File: src/rtl/risc_pkg.sv
// Shared definitions for the multiply/divide sequencer: FSM state encoding,
// M-extension funct3 codes and the funct3 bit that separates divides from multiplies.
package risc_pkg;

  typedef enum logic [1:0] {
    StIdle = 2'b00,
    StBusy = 2'b01,
    StDone = 2'b10
  } md_state_e;

  // funct3 values of the RV32M instructions
  localparam logic [2:0] F3_MUL    = 3'b000;
  localparam logic [2:0] F3_MULH   = 3'b001;
  localparam logic [2:0] F3_MULHSU = 3'b010;
  localparam logic [2:0] F3_MULHU  = 3'b011;
  localparam logic [2:0] F3_DIV    = 3'b100;
  localparam logic [2:0] F3_DIVU   = 3'b101;
  localparam logic [2:0] F3_REM    = 3'b110;
  localparam logic [2:0] F3_REMU   = 3'b111;

  // funct3[2] set means DIV/DIVU/REM/REMU
  localparam int unsigned MD_DIV_BIT = 2;

endpackage

File: src/rtl/risc_md_downcounter.sv
// Loadable down-counter with a zero flag, used to time the MDU busy phase.
module risc_md_downcounter #(
  parameter int unsigned CNT_W = 8
) (
  input  logic             clk_i,
  input  logic             rst_i,
  input  logic             load_i,
  input  logic [CNT_W-1:0] load_val_i,
  input  logic             dec_i,
  output logic             zero_o
);

  logic [CNT_W-1:0] cnt_q, cnt_d;

  // Load has priority over decrement; decrement saturates at zero.
  always_comb begin
    cnt_d = cnt_q;
    if (load_i) begin
      cnt_d = load_val_i;
    end else if (dec_i && (cnt_q != '0)) begin
      cnt_d = cnt_q - 1'b1;
    end
  end

  // Counter register, cleared asynchronously.
  always_ff @(posedge clk_i or posedge rst_i) begin
    if (rst_i) begin
      cnt_q <= '0;
    end else begin
      cnt_q <= cnt_d;
    end
  end

  assign zero_o = (cnt_q == '0);

endmodule

File: src/rtl/risc_muldiv_sequencer.sv
// Execute-stage controller for the shared iterative MDU. Starts the MDU, sequences
// its iteration steps and holds F/D/E (with bubbles into M) until the result is ready.
module risc_muldiv_sequencer
  import risc_pkg::*;
#(
  parameter int unsigned MUL_CYCLES = 2,
  parameter int unsigned DIV_CYCLES = 32,
  parameter int unsigned CNT_W      = 8
) (
  input  logic       clk,
  input  logic       rst,
  input  logic       MdValidE,
  input  logic [2:0] MdOpE,
  input  logic       DivZeroE,
  output logic       MdLoad,
  output logic       MdStep,
  output logic       MdDoneE,
  output logic       MdBusy,
  output logic       StallF_md,
  output logic       StallD_md,
  output logic       StallE_md,
  output logic       FlushM_md
);

  // Counter preload is N-1 so that exactly N BUSY cycles elapse before DONE.
  localparam logic [CNT_W-1:0] MulLoad = CNT_W'(MUL_CYCLES - 1);
  localparam logic [CNT_W-1:0] DivLoad = CNT_W'(DIV_CYCLES - 1);

  md_state_e        state_q, state_d;
  logic             is_div;
  logic             cnt_load;
  logic [CNT_W-1:0] cnt_val;
  logic             cnt_dec;
  logic             cnt_zero;
  logic             md_load, md_step, md_done, md_stall;

  // Only the divide/multiply selector bit matters to the sequencer.
  logic unused_funct3;
  assign unused_funct3 = ^MdOpE[1:0];
  assign is_div        = MdOpE[MD_DIV_BIT];

  risc_md_downcounter #(
    .CNT_W(CNT_W)
  ) u_cnt (
    .clk_i     (clk),
    .rst_i     (rst),
    .load_i    (cnt_load),
    .load_val_i(cnt_val),
    .dec_i     (cnt_dec),
    .zero_o    (cnt_zero)
  );

  // Next-state and raw output decode.
  always_comb begin
    state_d  = state_q;
    cnt_load = 1'b0;
    cnt_val  = '0;
    cnt_dec  = 1'b0;
    md_load  = 1'b0;
    md_step  = 1'b0;
    md_done  = 1'b0;
    md_stall = 1'b0;
    unique case (state_q)
      StIdle: begin
        if (MdValidE) begin
          md_load  = 1'b1;
          md_stall = 1'b1;
          if (is_div && DivZeroE) begin
            // Divide by zero has a fixed architectural result: no iterations needed.
            state_d = StDone;
          end else begin
            state_d  = StBusy;
            cnt_load = 1'b1;
            cnt_val  = is_div ? DivLoad : MulLoad;
          end
        end
      end
      StBusy: begin
        // E is frozen here, so the E-stage inputs are deliberately ignored.
        md_step  = 1'b1;
        md_stall = 1'b1;
        if (cnt_zero) begin
          state_d = StDone;
        end else begin
          cnt_dec = 1'b1;
        end
      end
      StDone: begin
        // MdValidE here belongs to the completing op, so never restart from DONE.
        md_done = 1'b1;
        state_d = StIdle;
      end
      default: begin
        state_d = StIdle;
      end
    endcase
  end

  // State register, returned to IDLE asynchronously.
  always_ff @(posedge clk or posedge rst) begin
    if (rst) begin
      state_q <= StIdle;
    end else begin
      state_q <= state_d;
    end
  end

  // Outputs are forced low while reset is held, even if MdValidE is high in IDLE.
  always_comb begin
    MdLoad    = md_load & ~rst;
    MdStep    = md_step & ~rst;
    MdDoneE   = md_done & ~rst;
    MdBusy    = (state_q != StIdle) & ~rst;
    StallF_md = md_stall & ~rst;
    StallD_md = md_stall & ~rst;
    StallE_md = md_stall & ~rst;
    FlushM_md = md_stall & ~rst;
  end

endmodule

File: config.mk
export PLATFORM = sky130hd
export DESIGN_NAME = risc_muldiv_sequencer
export DESIGN_NICKNAME = d
export VERILOG_FILES = /design/src/rtl/risc_pkg.sv /design/src/rtl/risc_md_downcounter.sv /design/src/rtl/risc_muldiv_sequencer.sv
export SDC_FILE = /design/constraint.sdc
export NUM_CORES = 1
export LEC_CHECK = 0
export ABC_AREA = 1
export CORE_MARGIN = 1
export CORE_UTILIZATION = 40
export DETAILED_ROUTE_END_ITERATION = 7
export MAX_ROUTING_LAYER = met4
export PLACE_DENSITY = 0.7
export SLEW_MARGIN = 20
export SYNTH_ARGS = -nofsm -noshare
export SYNTH_HDL_FRONTEND = slang
export SYNTH_SLANG_ARGS = --single-unit
File: constraint.sdc
create_clock -name clk -period 2.25 [get_ports clk]
set_input_delay 0.45 -clock clk [delete_from_list [all_inputs] [get_ports clk]]
set_output_delay 0.45 -clock clk [all_outputs]
set_load 0.01 [all_outputs]
# Word level (Yosys, flattened, before mapping)
# Index checks and enable logic that the tools add are counted.
[classes]
n_addsub = 1
multipliers = 0
div = 0
magnitude_cmp = 0
n_eq_ne = 4
n_shift = 0
mux = 20
bitwise_logic = 6
reduce_logical = 8
[ops]
columns = ["op", "count"]
rows = [
  ["two-way mux 5 bit", 4],
  ["two-way mux 8 bit", 2],
  ["two-way mux 1 bit", 9],
  ["logical NOT 8 bit", 1],
  ["nonzero test 8 bit", 1],
  ["subtractor 8 x 1 -> 8 bit, second input constant", 1],
  ["two-way mux 2 bit", 3],
  ["AND 1 bit", 5],
  ["inequality test 2 bit, second input constant", 2],
  ["case mux 2 bit (2 select lines)", 1],
  ["nonzero test 2 bit", 2],
  ["== test 2 x 1 -> 1 bit, second input constant", 1],
  ["== test 2 bit, second input constant", 1],
  ["logical AND 1 bit", 2],
  ["logical NOT 2 bit", 1],
  ["case mux 1 bit (2 select lines)", 1],
  ["AND reduction 2 bit", 1],
  ["inverter 1 bit", 1],
]
[word_totals]
reg_bits = 10
latchBits = 0
ramBits = 0
mem_bits_ro = 0
in_bits = 7
out_inout_bits = 8
word_cells = 41
n_memories = 0

# Logic depth before layout (Yosys ltp)
[logic_depth]
depth_word = 6
depth_mapped = 8
ltp_nobuf = 8

# Cells and area by module
# A second synthesis with hierarchy kept.
[unflattened]
cells_unflattened = 120
area_unflattened_um2 = 805.8
[by_module_without_submodules]
columns = ["mod", "instances", "cells_per_inst", "area_each_um2", "seq_area_each_um2"]
rows = [
  ["risc_md_downcounter", 1, 91, 633.1, 200.2],
  ["risc_muldiv_sequencer", 1, 29, 172.7, 50.0],
]

# Least setup slack after synthesis
# OpenSTA, ideal clock, no wires.
[synth_path]
path_type = "register -> output"
startpoint = "register state_q[1]"
endpoint = "output StallD_md"
t_arrival_ps = 1109
required_ps = 1800
slack_ps = 691
path_stages_with_launch = 5
path_buffers = 1
cell_sequence = "dfrtp_1 > inv_1 > nand2_1 > a21oi_1 > buf_4"
[synth_between]
elab_chain_len = 3
word_cells_on_any_way = 4
classes_between = "eq/ne (1); mux (1); bitwise (1); reduce/logical (1)"
[synth_lines]
columns = ["element", "line", "rtl"]
rows = [
  ["start, declared", "risc_muldiv_sequencer.sv:29", "md_state_e state_q, state_d;"],
  ["start signal, assigned", "risc_muldiv_sequencer.sv:102", "state_q <= StIdle;"],
  ["start signal, assigned", "risc_muldiv_sequencer.sv:104", "state_q <= state_d;"],
  ["== test 2 x 1 -> 1 bit / logical NOT 2 bit (equally long branches)", "risc_muldiv_sequencer.sv:63", "unique case (state_q)"],
  ["case mux 1 bit (2 select lines) *", "risc_muldiv_sequencer.sv:63", ""],
  ["AND 1 bit *", "--", ""],
  ["end, declared", "risc_muldiv_sequencer.sv:20", "output logic StallD_md,"],
]
# Mark *: on every way between the ends. The rest lies on a longest branch, timed or not.

# Worst setup path after layout
[layout_path]
startpoint = "input rst"
endpoint = "output MdStep"
[layout_between]
elab_chain_len = 2
[layout_lines]
columns = ["element", "line", "rtl"]
rows = [
  ["start, declared", "risc_muldiv_sequencer.sv:11", "input logic rst,"],
  ["inverter 1 bit", "risc_muldiv_sequencer.sv:111", "MdStep = md_step & ~rst;"],
  ["AND 1 bit", "risc_muldiv_sequencer.sv:111", ""],
  ["end, declared", "risc_muldiv_sequencer.sv:16", "output logic MdStep,"],
]
# Every way passes these cells.

==> implementation parameters <==
Parameter                              Value

Run status
  Run status    finished, final reports clean

Power and ir drop
  Leak Pwr    0.4889 nW
  Worst ir drop on vdd    0.0006209 V
  Pwr per Cell Area    1383 nW/um^2

Setup path
  Element type at the critical path start    input pin
  Kind of end point of the critical path    primary output
  Highest net fanout along the worst path    4
  Start-to-end type of the worst setup path    in -> out
  Data required time at the worst endpoint    1.80 ns
  End of the worst register-to-register path    u_cnt.cnt_q[4]
  Startpoint of the worst setup timing path    rst
  Reg-to-Reg Start    u_cnt.cnt_q[0]
  Register-to-register path setup slack    0.84 ns
  Capture point of the worst path    MdStep
  Worst reg2reg path depth    8
  Arrival time of the worst setup path    1.71 ns

Clock network
  Buffers from clock root to sink, at most    2
  CTS sink cnt    10
  Inserted Clock Buffers    3
  Setup repair bufs after CTS    0
  Clk_lat worst skew    0.27 ns
  Post-CTS Hold Buffers    0
  Clock slew at reported path FFs    0.06 ns
  Root buffer cell    sky130_fd_sc_hd__clkbuf_4
  CTS HTree Levels    1
  Clock tree from TritonCTS    done

Floorplanning
  Number of core rows    14
  Initial core utilization    0.4359
  Full die area    1848 sq um
  Die Y-Extent    42.99 um
  Horiz. Die Dim    42.99 um
  CORE AREA    1541 sq um
  Top-Level Pins    15

Routing
  DRC violation total after the first TritonRoute iteration    19
  DR vias    616
  DRT Pass-1 Iters    4
  Average via count per standard cell    4.889
  Post-detailed-route wirelength per cell    11.13 um
  Residual DRC count    0
  ANT nets after route    0
  Total wire length    1403 um

Yosys
  Warning count from the yosys run    0
  Fraction of synthesis flops using an asynchronous set or reset pin    1.000
  Top cell type's share of synthesized area    0.3724
  Synthesized net count    105
  Most numerous cell types in the synthesized netlist    sky130_fd_sc_hd__nand2_1, sky130_fd_sc_hd__inv_1, sky130_fd_sc_hd__dfrtp_1, sky130_fd_sc_hd__nor2_1, sky130_fd_sc_hd__nand3_1
  Most repeated cell in the gate-level netlist after synthesis    sky130_fd_sc_hd__nand2_1
  Avg Cell Area, Syn    6.999 sq um
  Number of synthesized register bits    10
  EDFF count, synth    0
  Post-synthesis sequential area ratio    0.3724
  Most instantiated flip-flop cell in the synthesis netlist    sky130_fd_sc_hd__dfrtp_1
  Cell area after technology mapping    671.9 sq um
  Post-Syn Instances    96
  Cell type with the highest aggregate area in the netlist    sky130_fd_sc_hd__dfrtp_1
  Number of unique standard cell types used by synthesis    19
  Largest cells by area after synthesis    sky130_fd_sc_hd__dfrtp_1, sky130_fd_sc_hd__nand2_1, sky130_fd_sc_hd__nand3_1, sky130_fd_sc_hd__inv_1, sky130_fd_sc_hd__nor2_1

Timing
  Final Cycle Share    0.9591
  Setup repair after global routing missed its margin    no
  Final hold vios    0
  Worst Clk Skew    0.002028 ns
  Final setup violation count    0
  Max-slew headroom    0.7271
  Pins Over Slew Limit    0
  Final Critical Period    2.158 ns
  Transition time of the tightest slew-check pin    0.4090 ns
  Max Freq    463.4 MHz
  Minimum setup slack in the final design    0.09213 ns

Place
  Pre-CTS setup slack    -0.08899 ns
  Routability congestion estimate from global placement    0.7759
  Number of buffer cells added on primary ports    12
  DPL Wire Length    1072 um
  Total placed instance area    804.5 sq um

Layout
  Number of nets at the end of the flow    121
  Antenna cells    0
  Final non-filler cell area    839.6 sq um
  Share of post-route cells with drive strength above 1    0.1182
  Area added between synthesis and finish    24.95%

GRT
  Largest net degree at the start of global routing    11
  Global-route wire length before repair    2325 um
  Global-route met3 utilization    0.03830
  Residual overflow from global routing    0
  Initial antenna violation count    0
  Met2 global-route usage    0.2636
  GRT met1 Usage    0.2306
  Number of global-route vias before repair    548
  Global routing usage summed across all routing layers    0.1759
  Layer with the highest usage    met2

Worst hold path
  Class of the most critical hold timing path    reg -> reg
  Cell depth of the worst hold path    2

Run
  Number of violations of the max-capacitance limit    0
[report_power, final]
group / total [mW] / leakage (nW) / switching [mW] / internal [mW]
Clock: 0.124 / 0.0138 / 0.0624 / 0.0619
Sequential: 0.337 / 0.128 / 0.0716 / 0.266
Combinational: 0.700 / 0.347 / 0.418 / 0.282
Total: 1.16 / 0.489 / 0.552 / 0.609
[how the worst min path moves through the flow]
| stage | start | to |
|---|---|---|
| after CTS | u_cnt.cnt_q[7] | u_cnt.cnt_q[7] |
| after detailed placement | u_cnt.cnt_q[7] | u_cnt.cnt_q[7] |
| after global routing | u_cnt.cnt_q[0] | u_cnt.cnt_q[0] |
| final | u_cnt.cnt_q[7] | u_cnt.cnt_q[7] |
| after floorplan | rst | state_q[0] |
| after global placement | u_cnt.cnt_q[7] | u_cnt.cnt_q[7] |
[layer usage]
metal / vias up / part of all wire
met1: 267 / 0.47
met3: 5 / 0.029
met2: 14 / 0.48
met5: - / 0
li1: 330 / -
met4: 0 / 0.016
[cells in the final DEF (no fill, tap or decap), types with 2 or more instances in the layout]
cell,instances
sky130_fd_sc_hd__buf_4,2
sky130_fd_sc_hd__clkbuf_4,3
sky130_fd_sc_hd__dfrtp_1,10
sky130_fd_sc_hd__clkdlybuf4s50_1,7
sky130_fd_sc_hd__dlymetal6s2s_1,4
sky130_fd_sc_hd__o21ai_1,2
sky130_fd_sc_hd__o21ai_0,3
sky130_fd_sc_hd__nand2_2,2
sky130_fd_sc_hd__inv_1,12
sky130_fd_sc_hd__ha_1,2
sky130_fd_sc_hd__nand3_1,9
sky130_fd_sc_hd__nand4_1,2
sky130_fd_sc_hd__nor2_1,10
sky130_fd_sc_hd__nor2_2,2
sky130_fd_sc_hd__nand2_1,30
sky130_fd_sc_hd__nor2_4,2
[cell families (layout without fill, tap and decap cells)]
group           Yosys count  after routing  synth area share
simple gates             58             58            0.3873
buf+inv                  15             29            0.1006
flops                    10             10            0.3724
compound gates            9              9           0.07635
fa+ha+maj                 2              2           0.03724
xor+xnor                  2              2           0.02608
[final cells by class]
class	instances	area, sq um
tap	16	20.02
multi-input combinational	71	357.8
sequential	10	250.2
fill	154	701.9
inverter	12	45.04
clock buffer	3	22.52
timing repair buffer	14	143.9
[per-stage QoR]
stage | setup TNS [ns] | utilization | total power, mW | hold WS, ns | cells
after floorplan | 0 | - | 0.8636 | 0.2902 | 96
after CTS | 0 | 0.5381 | 1.174 | 0.5222 | 126
final | 0 | 0.5446 | 1.161 | 0.5241 | 126
after global routing | 0 | 0.5446 | 1.277 | 0.5758 | 126
after global placement | -0.07615 | 0.5219 | 1.026 | 0.4954 | 123
after detailed placement | -0.3026 | 0.5219 | 1.047 | 0.5074 | 123
[repair_timing]
item                                    CTS  global route
endpoints found under the setup margin    4             4
pin swaps                                 0             1
resized for setup                         2             4
[critical path, stage by stage]
cell and delay, ns:
sky130_fd_sc_hd__clkdlybuf4s50_1 0.45, sky130_fd_sc_hd__buf_4 0.17, sky130_fd_sc_hd__nor2_1 0.09, sky130_fd_sc_hd__clkdlybuf4s50_1 0.54
[sequential cells by signal, summed over array words and instances, names as in the netlist]
register     cells
state_q          2
u_cnt.cnt_q      8
Power figures use the tool's default switching activity.
